### config.mk
export PLATFORM = sky130hd
export DESIGN_NAME = button_debounce_multi
export DESIGN_NICKNAME = d
export VERILOG_FILES = /design/src/rtl/button_debounce_multi.sv
export SDC_FILE = /design/constraint.sdc
export NUM_CORES = 1
export LEC_CHECK = 0
export BUFFER_PORTS_ARGS = -buffer_cell sky130_fd_sc_hd__buf_2
export CAP_MARGIN = 20
export CORE_MARGIN = 3
export CORE_UTILIZATION = 50
export DETAILED_ROUTE_END_ITERATION = 8
export PLACE_DENSITY = 0.69
export RECOVER_POWER = 25
export SYNTH_ARGS = -nofsm -noshare
export SYNTH_HDL_FRONTEND = slang
export SYNTH_SLANG_ARGS = --single-unit
### constraint.sdc
create_clock -name clk -period 1.7 [get_ports clk]
set_input_delay 0.085 -clock clk [delete_from_list [all_inputs] [get_ports clk]]
set_output_delay 0.085 -clock clk [all_outputs]
set_load 0.005 [all_outputs]
### src/rtl/button_debounce_multi.sv
// button_debounce_multi: N-channel pushbutton debouncer.
// Each channel has its own synchroniser, a four-state debounce FSM with a
// stability counter, a registered clean level, and one-cycle press/release pulses.
// Optional feature macro: LONG_PRESS_EN adds a per-channel hold counter that
// raises a one-cycle long_press pulse once a press has lasted LONG_CYCLES cycles.
// Without the macro, long_press is tied to 0.
module button_debounce_multi #(
    parameter int CHANNELS        = 4,
    parameter int DEBOUNCE_CYCLES = 200,
    parameter int SYNC_STAGES     = 2,
    parameter int ACTIVE_LOW      = 0,
    parameter int LONG_CYCLES     = 10000
) (
    input  logic                clk,
    input  logic                reset,
    input  logic [CHANNELS-1:0] button_in,
    output logic [CHANNELS-1:0] button_out,
    output logic [CHANNELS-1:0] press_pulse,
    output logic [CHANNELS-1:0] release_pulse,
    output logic [CHANNELS-1:0] long_press
);

    localparam int CNT_W = $clog2(DEBOUNCE_CYCLES + 1);
    localparam logic [CNT_W-1:0] CNT_LAST = CNT_W'(DEBOUNCE_CYCLES - 1);

    typedef enum logic [1:0] {
        STABLE_LO = 2'd0,
        WAIT_HI   = 2'd1,
        STABLE_HI = 2'd2,
        WAIT_LO   = 2'd3
    } state_t;

    genvar gi;
    generate
        for (gi = 0; gi < CHANNELS; gi++) begin : g_chan
            logic [SYNC_STAGES-1:0] sync_reg;
            logic                   s;
            state_t                 state_reg;
            logic [CNT_W-1:0]       cnt_reg;
            logic                   out_reg;
            logic                   press_reg;
            logic                   release_reg;
            logic                   rise_event;
            logic                   fall_event;

            // Shift the raw pin through the synchroniser chain.
            always_ff @(posedge clk) begin
                if (reset) begin
                    sync_reg <= '0;
                end else begin
                    sync_reg <= {sync_reg[SYNC_STAGES-2:0], button_in[gi]};
                end
            end

            // Pin polarity is normalised here so the FSM always sees 1 = pressed.
            assign s = (ACTIVE_LOW != 0) ? ~sync_reg[SYNC_STAGES-1] : sync_reg[SYNC_STAGES-1];

            // The edge on which a pending level change is finally accepted.
            assign rise_event = (state_reg == WAIT_HI) && s && (cnt_reg == CNT_LAST);
            assign fall_event = (state_reg == WAIT_LO) && !s && (cnt_reg == CNT_LAST);

            // Debounce FSM with registered level and pulse outputs.
            always_ff @(posedge clk) begin
                if (reset) begin
                    state_reg   <= STABLE_LO;
                    cnt_reg     <= '0;
                    out_reg     <= 1'b0;
                    press_reg   <= 1'b0;
                    release_reg <= 1'b0;
                end else begin
                    press_reg   <= 1'b0;
                    release_reg <= 1'b0;
                    case (state_reg)
                        STABLE_LO: begin
                            cnt_reg <= '0;
                            if (s) begin
                                state_reg <= WAIT_HI;
                            end
                        end
                        WAIT_HI: begin
                            if (!s) begin
                                // Bounce back to the old level: abandon quietly.
                                state_reg <= STABLE_LO;
                                cnt_reg   <= '0;
                            end else if (rise_event) begin
                                state_reg <= STABLE_HI;
                                cnt_reg   <= '0;
                                out_reg   <= 1'b1;
                                press_reg <= 1'b1;
                            end else begin
                                cnt_reg <= cnt_reg + 1'b1;
                            end
                        end
                        STABLE_HI: begin
                            cnt_reg <= '0;
                            if (!s) begin
                                state_reg <= WAIT_LO;
                            end
                        end
                        WAIT_LO: begin
                            if (s) begin
                                state_reg <= STABLE_HI;
                                cnt_reg   <= '0;
                            end else if (fall_event) begin
                                state_reg   <= STABLE_LO;
                                cnt_reg     <= '0;
                                out_reg     <= 1'b0;
                                release_reg <= 1'b1;
                            end else begin
                                cnt_reg <= cnt_reg + 1'b1;
                            end
                        end
                        default: begin
                            state_reg <= STABLE_LO;
                            cnt_reg   <= '0;
                        end
                    endcase
                end
            end

            assign button_out[gi]    = out_reg;
            assign press_pulse[gi]   = press_reg;
            assign release_pulse[gi] = release_reg;

`ifdef LONG_PRESS_EN
            localparam int LONG_W = $clog2(LONG_CYCLES + 1);
            localparam logic [LONG_W-1:0] LONG_MAX  = LONG_W'(LONG_CYCLES);
            localparam logic [LONG_W-1:0] LONG_LAST = LONG_W'(LONG_CYCLES - 1);

            logic [LONG_W-1:0] hold_reg;
            logic              long_reg;

            // Count how long the accepted press has lasted; pulse once at the threshold.
            always_ff @(posedge clk) begin
                if (reset) begin
                    hold_reg <= '0;
                    long_reg <= 1'b0;
                end else begin
                    long_reg <= 1'b0;
                    if (rise_event || fall_event) begin
                        hold_reg <= '0;
                    end else if ((state_reg == STABLE_HI || state_reg == WAIT_LO)
                                 && hold_reg != LONG_MAX) begin
                        hold_reg <= hold_reg + 1'b1;
                        if (hold_reg == LONG_LAST) begin
                            long_reg <= 1'b1;
                        end
                    end
                end
            end

            assign long_press[gi] = long_reg;
`else
            assign long_press[gi] = 1'b0;
`endif
        end
    endgenerate

endmodule

# [Word-level counts from Yosys, hierarchy flattened]
# Index checks and enable logic that the tools add are counted.
[word_totals] register_bits=60 inputBits=6 output_inout_bits=16 wordCells=212
[op_classes] addsub=4 n_eq_ne=48 mux=76 bitwise_logic=12 reduce_logical=48
[op_table] cell="8-bit 2-to-1 mux" n=16
[op_table] cell="8-bit case mux with 3 select lines" n=4
[op_table] cell="2-bit 2-to-1 mux" n=24
[op_table] cell="2-bit != test, second input constant" n=24
[op_table] cell="8-bit by 1-bit adder with 8-bit output, second input constant" n=4
[op_table] cell="8-bit == test, second input constant" n=4
[op_table] cell="2-bit case mux with 4 select lines" n=4
[op_table] cell="1-bit 2-to-1 mux" n=24
[op_table] cell="3-bit != test, second input constant" n=8
[op_table] cell="3-bit OR reduction" n=8
[op_table] cell="5-bit AND reduction" n=4
[op_table] cell="2-bit == test, second input constant" n=8
[op_table] cell="1-bit logical AND" n=16
[op_table] cell="4-bit AND reduction" n=4
[op_table] cell="1-bit NOT" n=12
[op_table] cell="2-bit by 1-bit == test with 1-bit output, second input constant" n=4
[op_table] cell="2-bit zero test" n=4
[op_table] cell="1-bit case mux with 2 select lines" n=4
[op_table] cell="2-bit nonzero test" n=4
[op_table] cell="2-bit OR reduction" n=4
[op_table] cell="1-bit zero test" n=4

# [Depth between registers and ports, before layout]
# Gate-level depths: netlist of run 1.
[depth] depth_word=6 depth_mapped=5 depth_no_buf=4

# [Worst setup path before layout of run 1]
# Ideal clock, no wire load.
[synth_timing] path_type="register -> register" from="reg g_chan[2].cnt_reg[3]" to="reg g_chan[2].out_reg" setup_time_ps=122 t_arrival_ps=1428 t_required_ps=1578 setup_slack_ps=150 stages_incl_launch_ff=4 n_path_buf=0 synth_period_minus_slack_ps=1550 cell_sequence="dfxtp_1 -> or4b_4 -> or2_1 -> a311o_1"
[synth_between] elab_chain_cells=4 word_cells_on_any_way=6 classes_between="eq/ne: 3; reduce/logical: 3"
[synth_lines] item="from (decl)" line_no="39" source="logic [CNT_W-1:0] cnt_reg;"
[synth_lines] item="from (signal assigned)" line_no="91" source="cnt_reg <= cnt_reg + 1'b1;"
[synth_lines] item="from (signal assigned)" line_no="110" source="cnt_reg <= cnt_reg + 1'b1;"
[synth_lines] item="8-bit == test *" line_no="59, 60"
[synth_lines] item="1-bit logical AND, on equally long branches" line_no="60, 59"
[synth_lines] item="2-bit != test (no line)"
[synth_lines] item="5-bit AND reduction (no line) *"
[synth_lines] item="to (signal assigned)" line_no="67" source="out_reg <= 1'b0;"
[synth_lines] item="to (signal assigned)" line_no="88" source="out_reg <= 1'b1;"
[synth_lines] item="to (signal assigned)" line_no="107" source="out_reg <= 1'b0;"
[synth_lines] item="to (decl)" line_no="40" source="logic out_reg;"
# Every way passes the cells marked *; elsewhere a longest branch is shown, timed or not.
# A chain may end at the register's enable or synchronous reset.

# [Final worst setup path of run 1]
[layout_timing] from="reg g_chan[2].cnt_reg[5]" to="reg g_chan[2].out_reg"
# Same word-level chain as after synthesis.

==> impl_metrics.toml, run 1 <==
[outcome]
status = "complete, no violations"

[synth]
synth-seq-area-share = 0.479
synth_area_um2 = 2510
synth_area_per_cell_um2 = 9.22
yosysWarnings = 0
ys_types = 40
synth_ff_type = "dfxtp_1"
synthArstFlopShare = 0
synth_edf_count = 0
syn_inst = 272
ys_ff_latch = 60

[pwr]
powerDensity_nw_per_um2 = 980
power.leakage_nw = 0.991
peakVddDrop_mv = 0.682

[finish]
regArea_um2 = 1200
largest_register_ffs = 32
drive_gt1_frac = 0.153
stdcell_area_um2 = 2850
layout.nets = 305
area_growth_pct = 13.7
n_antenna_cell = 0
multi_input_area_um2 = 1130
fillerInstances = 432

[hold_path]
worstHoldPathType = "in -> reg"
hp-start = "reset"

[floorplanning]
start_util = 0.524
dieArea_um2 = 5900
die_w_um = 76.8
pin_count = 22
core_um2 = 4790
rows = 25
die_y_um = 76.8

[placed_design]
dp_hpwl_um = 2980
place.gp.congestion = 0.815
dpl_cell_area_um2 = 2610
port_buffers = 17

[timing]
skew_ns = 0.00670
worst_slew_pin_slew_ns = 0.579
fmax_mhz = 624
final-setup-viol-count = 0
rsz0062_at_grt = "false"
hold_viol = 0
relSlewSlack = 0.609
setup_tns_ns = 0
drv_slew = 0
fin_crit_sh = 0.943
period_needed_ns = 1.60

[worst_setup_path]
cp_max_fo = 5
arrival_ns = 1.82
startpoint = "g_chan[2].cnt_reg[5]$_SDFF_PP0_"
crit_slowest_cell = "or4b_4"
start_kind = "flop"
crit_type = "reg -> reg"
path_cells = "or4b_4 -> or2_1 -> a311o_1"
crit_path_end_kind = "flop"
crit_required_ns = 1.92
max_stage_delay_ns = 0.56
worstReg2RegStart = "g_chan[2].cnt_reg[5]$_SDFF_PP0_"

[detailed_routing]
num_vias = 1928
wl_per_cell_um = 11.8
drtAntennaViolNets = 0
wl_um = 4340
vias_per_cell = 5.25
firstDrtPassIters = 5
dr.first_iter.drc_count = 61
drc = 0

[global_routing]
first_global_vias = 1792
grt_max_degree = 16
grt_first_pass_wirelength_um = 7700
grt.total_usage = 0.164
globalRouteOverflowTotal = 0
antenna_found_initial = 0

[clock_tree]
path_clk_slew_ns = 0.07
cts_root_buf = "clkbuf_8"
cts_setup_buffers = 0
cts_buffers = 9
cts_tree = "yes"
h-tree-depth = 3
insertion_delay_ns = 0.33
cts.sinks = 60
cts_buffer_depth = 2

[run]
cap_violations = 0
==> cell usage in the layout, fill, tap and decap left out, types with 4 or more instances in the layout <==
cell type	netlist	routed
xnor2_1	5	5
a211oi_1	6	6
inv_1	13	13
ha_1	4	4
a21oi_1	10	10
buf_4	16	8
nand4_1	11	11
dlygate4sd3_1	0	4
nor2_1	12	12
clkinv_2	0	4
xor2_1	11	11
buf_2	0	15
nor4_1	6	6
conb_1	1	4
nand2_1	7	7
or3_1	14	14
dfxtp_1	60	60
nand3_1	19	19
o21ai_0	21	21
clkbuf_8	0	11
nor3_1	14	14
nor2b_1	8	8
==> area by class of cell <==
class                   instances  share of cell area
clock inverters                 5              0.0175
flip-flops and latches         60               0.421
well taps                      67              0.0294
clock buffers                  11              0.0531
multi-input cells             181               0.396
inverters                      14              0.0184
repair buffers                 29              0.0640
==> kinds of logic after synthesis <==
group                    share of synthesized area
AO/OA/AOI/OAI                                0.114
AND/OR/NAND/NOR                              0.255
flip-flops                                   0.479
other                                      0.00149
XOR/XNOR                                    0.0559
adder cells (fa/ha/maj)                     0.0200
buffers and inverters                       0.0748
==> what timing repair did <==
action                                 4_1_cts  5_1_grt
resized for setup                            0        0
endpoints found under the hold margin        4        0
hold buffers                                 4        0
setup endpoints to repair                    0        0
==> worst paths after layout <==
check             depth (start not counted)  slack (ns)                                to
hold / removal                            2        0.06                              flop
setup reg to reg                          3         0.1    g_chan[2].out_reg$_SDFFE_PP0P_
hold reg to reg                           1        0.44  g_chan[3].sync_reg[1]$_SDFF_PP0_
setup / recovery                          3         0.1    g_chan[2].out_reg$_SDFFE_PP0P_
==> layer usage <==
layer,vias up,global-route usage,routed length [um]
li1,1011,-,-
met1,878,0.194,2130
met2,29,0.261,1960
met3,10,0.0364,125
met4,0,0.120,117
met5,-,0,0
==> critical path, delay by kind of cell (launching register included) <==
family	cells	cell delay (ns)
flops	1	0.33
compound gates	1	0.34
simple gates	2	0.82
==> stage by stage <==
step	power, mW	setup slack, ns	util	hold WS [ns]	std cells
final	2.79	0.0967	0.596	0.0607	367
after CTS	2.83	0.0978	0.597	0.0572	367
after global routing	2.91	0.0234	0.596	0.0705	367
after detailed placement	1.55	0.114	0.546	0.298	347
after floorplan	1.54	0.150	-	0.173	275
after global placement	1.55	0.135	0.546	0.294	347
==> power breakdown <==
part / switching (mW) / total, mW / internal, mW
combinational: 0.0382 / 0.0765 / 0.0383
clock: 0.527 / 1.27 / 0.746
sequential: 0.0155 / 1.44 / 1.43
==> cells in the mapped netlist, types with 2 or more instances <==
cell / instances / area share
or3_1: 14 / 0.035
or4b_4: 3 / 0.016
nand2b_1: 3 / 0.0075
o21ai_0: 21 / 0.042
nor2_1: 12 / 0.018
xor2_1: 11 / 0.038
nand4_1: 11 / 0.027
or2_1: 2 / 0.0050
nor3_1: 14 / 0.028
and4_1: 3 / 0.010
buf_4: 16 / 0.048
a31oi_1: 3 / 0.0075
ha_1: 4 / 0.020
dfxtp_1: 60 / 0.48
nand3_1: 19 / 0.038
a21oi_1: 10 / 0.020
a211oi_1: 6 / 0.018
o21a_1: 2 / 0.0060
xnor2_1: 5 / 0.017
nand2_1: 7 / 0.010
inv_1: 13 / 0.019
nor2b_1: 8 / 0.020
clkbuf_1: 3 / 0.0045
nor4_1: 6 / 0.015
Power figures use the tool's default switching activity.
==> inputs of run 2 (changes only) <==
Settings changed: MAX_ROUTING_LAYER set to met4, PLACE_DENSITY 0.69 to 0.66, SLEW_MARGIN set to 0.
==> run 2 against run 1 <==
Via count up 0.47%. First-iteration DRC count up 26%. Utilization up 0.99 points. Fmax up 0.59%. Die area unchanged. Combinational power up 3.3%. Sequential power about the same. Critical path type unchanged. Critical endpoint unchanged.
==> impl_metrics.toml, run 2 (same netlist as run 1, synthesis figures left out) <==
[clock_tree]
insertion_delay_ns = 0.33
cts_root_buf = "clkbuf_8"
cts_tree = "yes"
cts_setup_buffers = 0
cts.sinks = 60
cts_buffers = 9
path_clk_slew_ns = 0.06
cts_buffer_depth = 2
h-tree-depth = 3

[placed_design]
place.gp.congestion = 0.808
dp_hpwl_um = 3080
port_buffers = 17
dp_cells = 349

[detailed_routing]
wl_um = 4380
drtAntennaViolNets = 0
dr.first_iter.drc_count = 77
drc = 0
num_vias = 1937
vias_per_cell = 5.25
wl_per_cell_um = 11.9
firstDrtPassIters = 4

[worst_setup_path]
crit_end = "g_chan[2].out_reg$_SDFFE_PP0P_"
cp_num_cells = 3
crit_path_end_kind = "flop"
r2r.worst_path.cells = 3
startpoint = "g_chan[2].cnt_reg[5]$_SDFF_PP0_"
start_kind = "flop"
crit_required_ns = 1.92
worstReg2RegStart = "g_chan[2].cnt_reg[5]$_SDFF_PP0_"
cp_max_fo = 5
path_cells = "or4b_4 -> or2_1 -> a311o_1"
crit_family = "simple AND/OR/NAND/NOR gates"
arrival_ns = 1.81
rrSetupSlack_ns = 0.11
crit_slowest_cell = "or4b_4"
max_stage_delay_ns = 0.56
crit_type = "reg -> reg"
cp_num_buf_inv = 0
rr_endpoint = "g_chan[2].out_reg$_SDFFE_PP0P_"

[timing]
hold_viol = 0
setup_tns_ns = 0
drv_slew = 0
skew_ns = 0.00418
relSlewSlack = 0.658
fin_crit_sh = 0.938
fmax_mhz = 627
final-setup-viol-count = 0
period_needed_ns = 1.59
worst_slew_pin_slew_ns = 0.505
rsz0062_at_grt = "false"
whs_ns = 0.209

[run]
cap_violations = 0

[finish]
final_common_cell = "dfxtp_1"
stdcell_count = 369
n_antenna_cell = 0
largest_register_ffs = 32
fillerInstances = 453
fin_util = 0.606
area_growth_pct = 15.6
layout.nets = 307
final_cell_mix = "dfxtp_1, o21ai_0, nand3_1"
drive_gt1_frac = 0.156

[floorplanning]
dieArea_um2 = 5900
die_y_um = 76.8
core_um2 = 4790
rows = 25
die_w_um = 76.8
pin_count = 22
start_util = 0.524

[outcome]
status = "complete, no violations"

[global_routing]
grt_max_degree = 23
grt.total_usage = 0.163
antenna_found_initial = 0
first_global_vias = 1728
globalRouteOverflowTotal = 0
grt_first_pass_wirelength_um = 7360

[hold_path]
hp-start = "reset"
worstHoldPathType = "in -> reg"

[pwr]
powerDensity_nw_per_um2 = 1030
peakVddDrop_mv = 0.795
power.leakage_nw = 1.01
-- run 2: cell types whose count changed in the layout (fill, tap and decap cells not counted), sizes merged --
| cell | delta |
|---|---|
| clkbuf | +2 |
| clkinv | -2 |
| buf | +1 |
| bufinv | +1 |
-- run 2: tightest hold or removal path, delay by kind of cell --
| family | cells | cell delay, ns |
|---|---|---|
| buf+inv | 2 | 0.28 |
| compound gates | 1 | 0.15 |
-- run 2: what timing repair did --
item,CTS,global route
hold buffers,4,0
endpoints found under the hold margin,4,0
gates resized for setup,0,0
-- run 2: routing by layer --
layer,vias to the layer above,GRT usage,routed length (um)
met5,-,-,0
met4,0,0.0725,55
met3,5,0.0751,196
met2,27,0.256,2090
met1,887,0.175,2040
li1,1018,-,-
-- run 2: stage by stage --
stage / setup slack [ns] / instance area (um2) / total power [mW]
floorplan: 0.150 / 2520 / 1.54
global placement: 0.133 / 2630 / 1.55
detailed placement: 0.114 / 2630 / 1.55
CTS: 0.105 / 2900 / 3.03
global route: 0.0581 / 2900 / 3.10
finish: 0.106 / 2900 / 2.99
-- run 2: worst min path at each step --
stage,depth (start not counted),endpoint,slack (ns)
after floorplan,1,g_chan[2].press_reg$_SDFF_PP0_,0.17
after global placement,2,g_chan[0].sync_reg[0]$_SDFF_PP0_,0.30
after detailed placement,2,g_chan[1].sync_reg[0]$_SDFF_PP0_,0.30
after CTS,3,flop,0.19
after global routing,3,flop,0.21
final,3,flop,0.21
-- run 2: layout make-up --
cell class / instances / area [um2] / share of cell area
repair buffers: 31 / 196 / 0.0677
flip-flops and latches: 60 / 1200 / 0.414
well taps: 67 / 83.8 / 0.0289
clock inverters: 4 / 70.1 / 0.0242
multi-input cells: 181 / 1130 / 0.390
inverters: 14 / 52.6 / 0.0181
clock buffers: 12 / 165 / 0.0569
-- run 2: report_power, final --
| group | switching, mW | total [mW] | leakage [nW] | internal, mW |
|---|---|---|---|---|
| clock | 0.522 | 1.46 | 0.122 | 0.940 |
| combinational | 0.0395 | 0.0790 | 0.403 | 0.0396 |
| sequential | 0.0164 | 1.45 | 0.486 | 1.43 |
| total | 0.578 | 2.99 | 1.01 | 2.41 |
==> inputs of run 3 (changes only) <==
Settings changed: SETUP_SLACK_MARGIN set to 0.3.
==> run 3 against run 2 <==
Utilization grew 3.8 points. Count of clock-buffer cells in the layout stayed put. Global-route usage grew 0.69 points. Final cell count up 0.81%. Largest cell class is now multi-input combinational cells. Clock power decreased by 12%. Fmax is 5.6% higher. Design area grew 6.3%.
==> impl_metrics.toml, run 3 (same netlist as run 1, synthesis figures left out) <==
[outcome]
status = "complete, no violations"

[pwr]
pwr-share-seq = 0.512
p_clk_frac = 0.457
comb_power_share = 0.030
powerDensity_nw_per_um2 = 910
switching_share = 0.211
p_total_mw = 2.81
switchingPower_uw = 593
intPower_mw = 2.21
power.leakage_nw = 1.01
peakVddDrop_mv = 0.652

[detailed_routing]
num_vias = 1952
wl_um = 4570
dr.first_iter.drc_count = 56
wl_per_cell_um = 12.3
drtAntennaViolNets = 0
firstDrtPassIters = 4
vias_per_cell = 5.25
drc = 0

[floorplanning]
pin_count = 22
rows = 25
start_util = 0.524
dieArea_um2 = 5900
core_um2 = 4790
die_y_um = 76.8
die_w_um = 76.8

[worst_setup_path]
max_stage_delay_ns = 0.57
path_cells = "or4b_4 -> or2_4 -> nor4_2"
crit_slowest_cell = "or4b_4"
cp_max_fo = 5
cp_num_buf_inv = 0
crit_path_end_kind = "flop"
crit_type = "reg -> reg"
crit_family = "simple AND/OR/NAND/NOR gates"
crit_required_ns = 1.96
start_kind = "flop"
arrival_ns = 1.76

[global_routing]
globalRouteOverflowTotal = 0
grt_max_degree = 23
grt_first_pass_wirelength_um = 7690
antenna_found_initial = 0
first_global_vias = 1733
grt.total_usage = 0.170

[clock_tree]
cts_buffer_depth = 2
cts.sinks = 60
h-tree-depth = 3
cts_tree = "yes"
cts_buffers = 9
cts_root_buf = "clkbuf_8"
insertion_delay_ns = 0.33
path_clk_slew_ns = 0.07

[finish]
final_cell_mix = "dfxtp_1, o21ai_0, nand3_1"
drive_gt1_frac = 0.289
largest_register_ffs = 32
final_common_cell = "dfxtp_1"
area_growth_pct = 22.9
layout.nets = 310
n_antenna_cell = 0
fin_util = 0.644

[timing]
relSlewSlack = 0.609
fmax_mhz = 663
setup_tns_ns = 0
worst_slew_pin_slew_ns = 0.578
final-setup-viol-count = 0
period_needed_ns = 1.51
drv_slew = 0
fin_crit_sh = 0.888
hold_viol = 0
rsz0062_at_grt = "true"
skew_ns = 0.00473

[placed_design]
dp_hpwl_um = 2870
place.gp.congestion = 0.824
port_buffers = 17

[run]
cap_violations = 0

[hold_path]
worstHoldPathType = "in -> reg"
## run 3: cell count changes in the layout (fill, tap and decap cells not counted), moves of 3 or more
cell / before / now
dfxtp_2: 0 / 13
dfxtp_4: 0 / 6
ha_1: 4 / 0
or2_4: 0 / 3
dfxtp_1: 60 / 41
a21oi_1: 10 / 7
nor4_1: 6 / 2
buf_4: 10 / 13
a21oi_2: 0 / 3
clkbuf_1: 3 / 6
## run 3: layout make-up
| type | instances | area [um2] |
|---|---|---|
| timing repair buffer | 34 | 216 |
| sequential | 60 | 1240 |
| multi-input combinational | 181 | 1290 |
| clock inverter | 4 | 47.5 |
| fill | 401 | 1700 |
| tap | 67 | 83.8 |
| inverter | 14 | 52.6 |
| clock buffer | 12 | 155 |
## run 3: power by group through the flow
stage / clock network, mW / registers, mW / logic [mW]
2_1_floorplan: 0 / 1.47 / 0.0692
3_3_place_gp: 0 / 1.48 / 0.0732
3_5_place_dp: 0 / 1.48 / 0.0744
4_1_cts: 1.32 / 1.44 / 0.0851
5_1_grt: 1.38 / 1.44 / 0.0977
6_report: 1.28 / 1.44 / 0.0853
## run 3: stage by stage
| step | std cells | area, um2 | setup slack, ns | hold WS, ns |
|---|---|---|---|---|
| after floorplan | 275 | 2550 | 0.209 | 0.173 |
| after global placement | 340 | 2590 | 0.184 | 0.294 |
| after detailed placement | 340 | 2590 | 0.123 | 0.297 |
| after CTS | 368 | 2970 | 0.220 | 0.196 |
| after global routing | 372 | 3080 | 0.158 | 0.225 |
| final | 372 | 3080 | 0.191 | 0.223 |
## run 3: path summary, 6_finish.rpt
path,startpoint,to,slack (ns),depth (start not counted)
worst max-delay path,g_chan[0].cnt_reg[5]$_SDFF_PP0_,g_chan[0].press_reg$_SDFF_PP0_,0.19,3
worst min-delay path,reset,g_chan[0].out_reg$_SDFFE_PP0P_,0.22,3
worst max register to register,g_chan[0].cnt_reg[5]$_SDFF_PP0_,g_chan[0].press_reg$_SDFF_PP0_,0.19,3
worst min register to register,g_chan[1].sync_reg[0]$_SDFF_PP0_,g_chan[1].sync_reg[1]$_SDFF_PP0_,0.43,1
## run 3: worst register-to-register path: stages (launching register included)
cell and delay (ns):
dfxtp_2 0.34, or4b_4 0.57, or2_4 0.29, nor4_2 0.22
## run 3: what timing repair did
item,4_1_cts,5_1_grt
gates resized for setup,23,22
gates cloned,0,0
hold endpoints to repair,4,0
pin swaps,13,10
endpoints found under the setup margin,34,38
buffers inserted,8,4
hold buffers,4,0
## run 3: metal layers
layer / global-route usage / vias to the layer above / wire [um] / share of wire
met3: 0.0798 / 7 / 216 / 0.047
met4: 0.0707 / 0 / 54 / 0.012
met2: 0.259 / 32 / 2150 / 0.47
met1: 0.191 / 891 / 2150 / 0.47
li1: - / 1022 / - / -
met5: - / - / 0 / 0
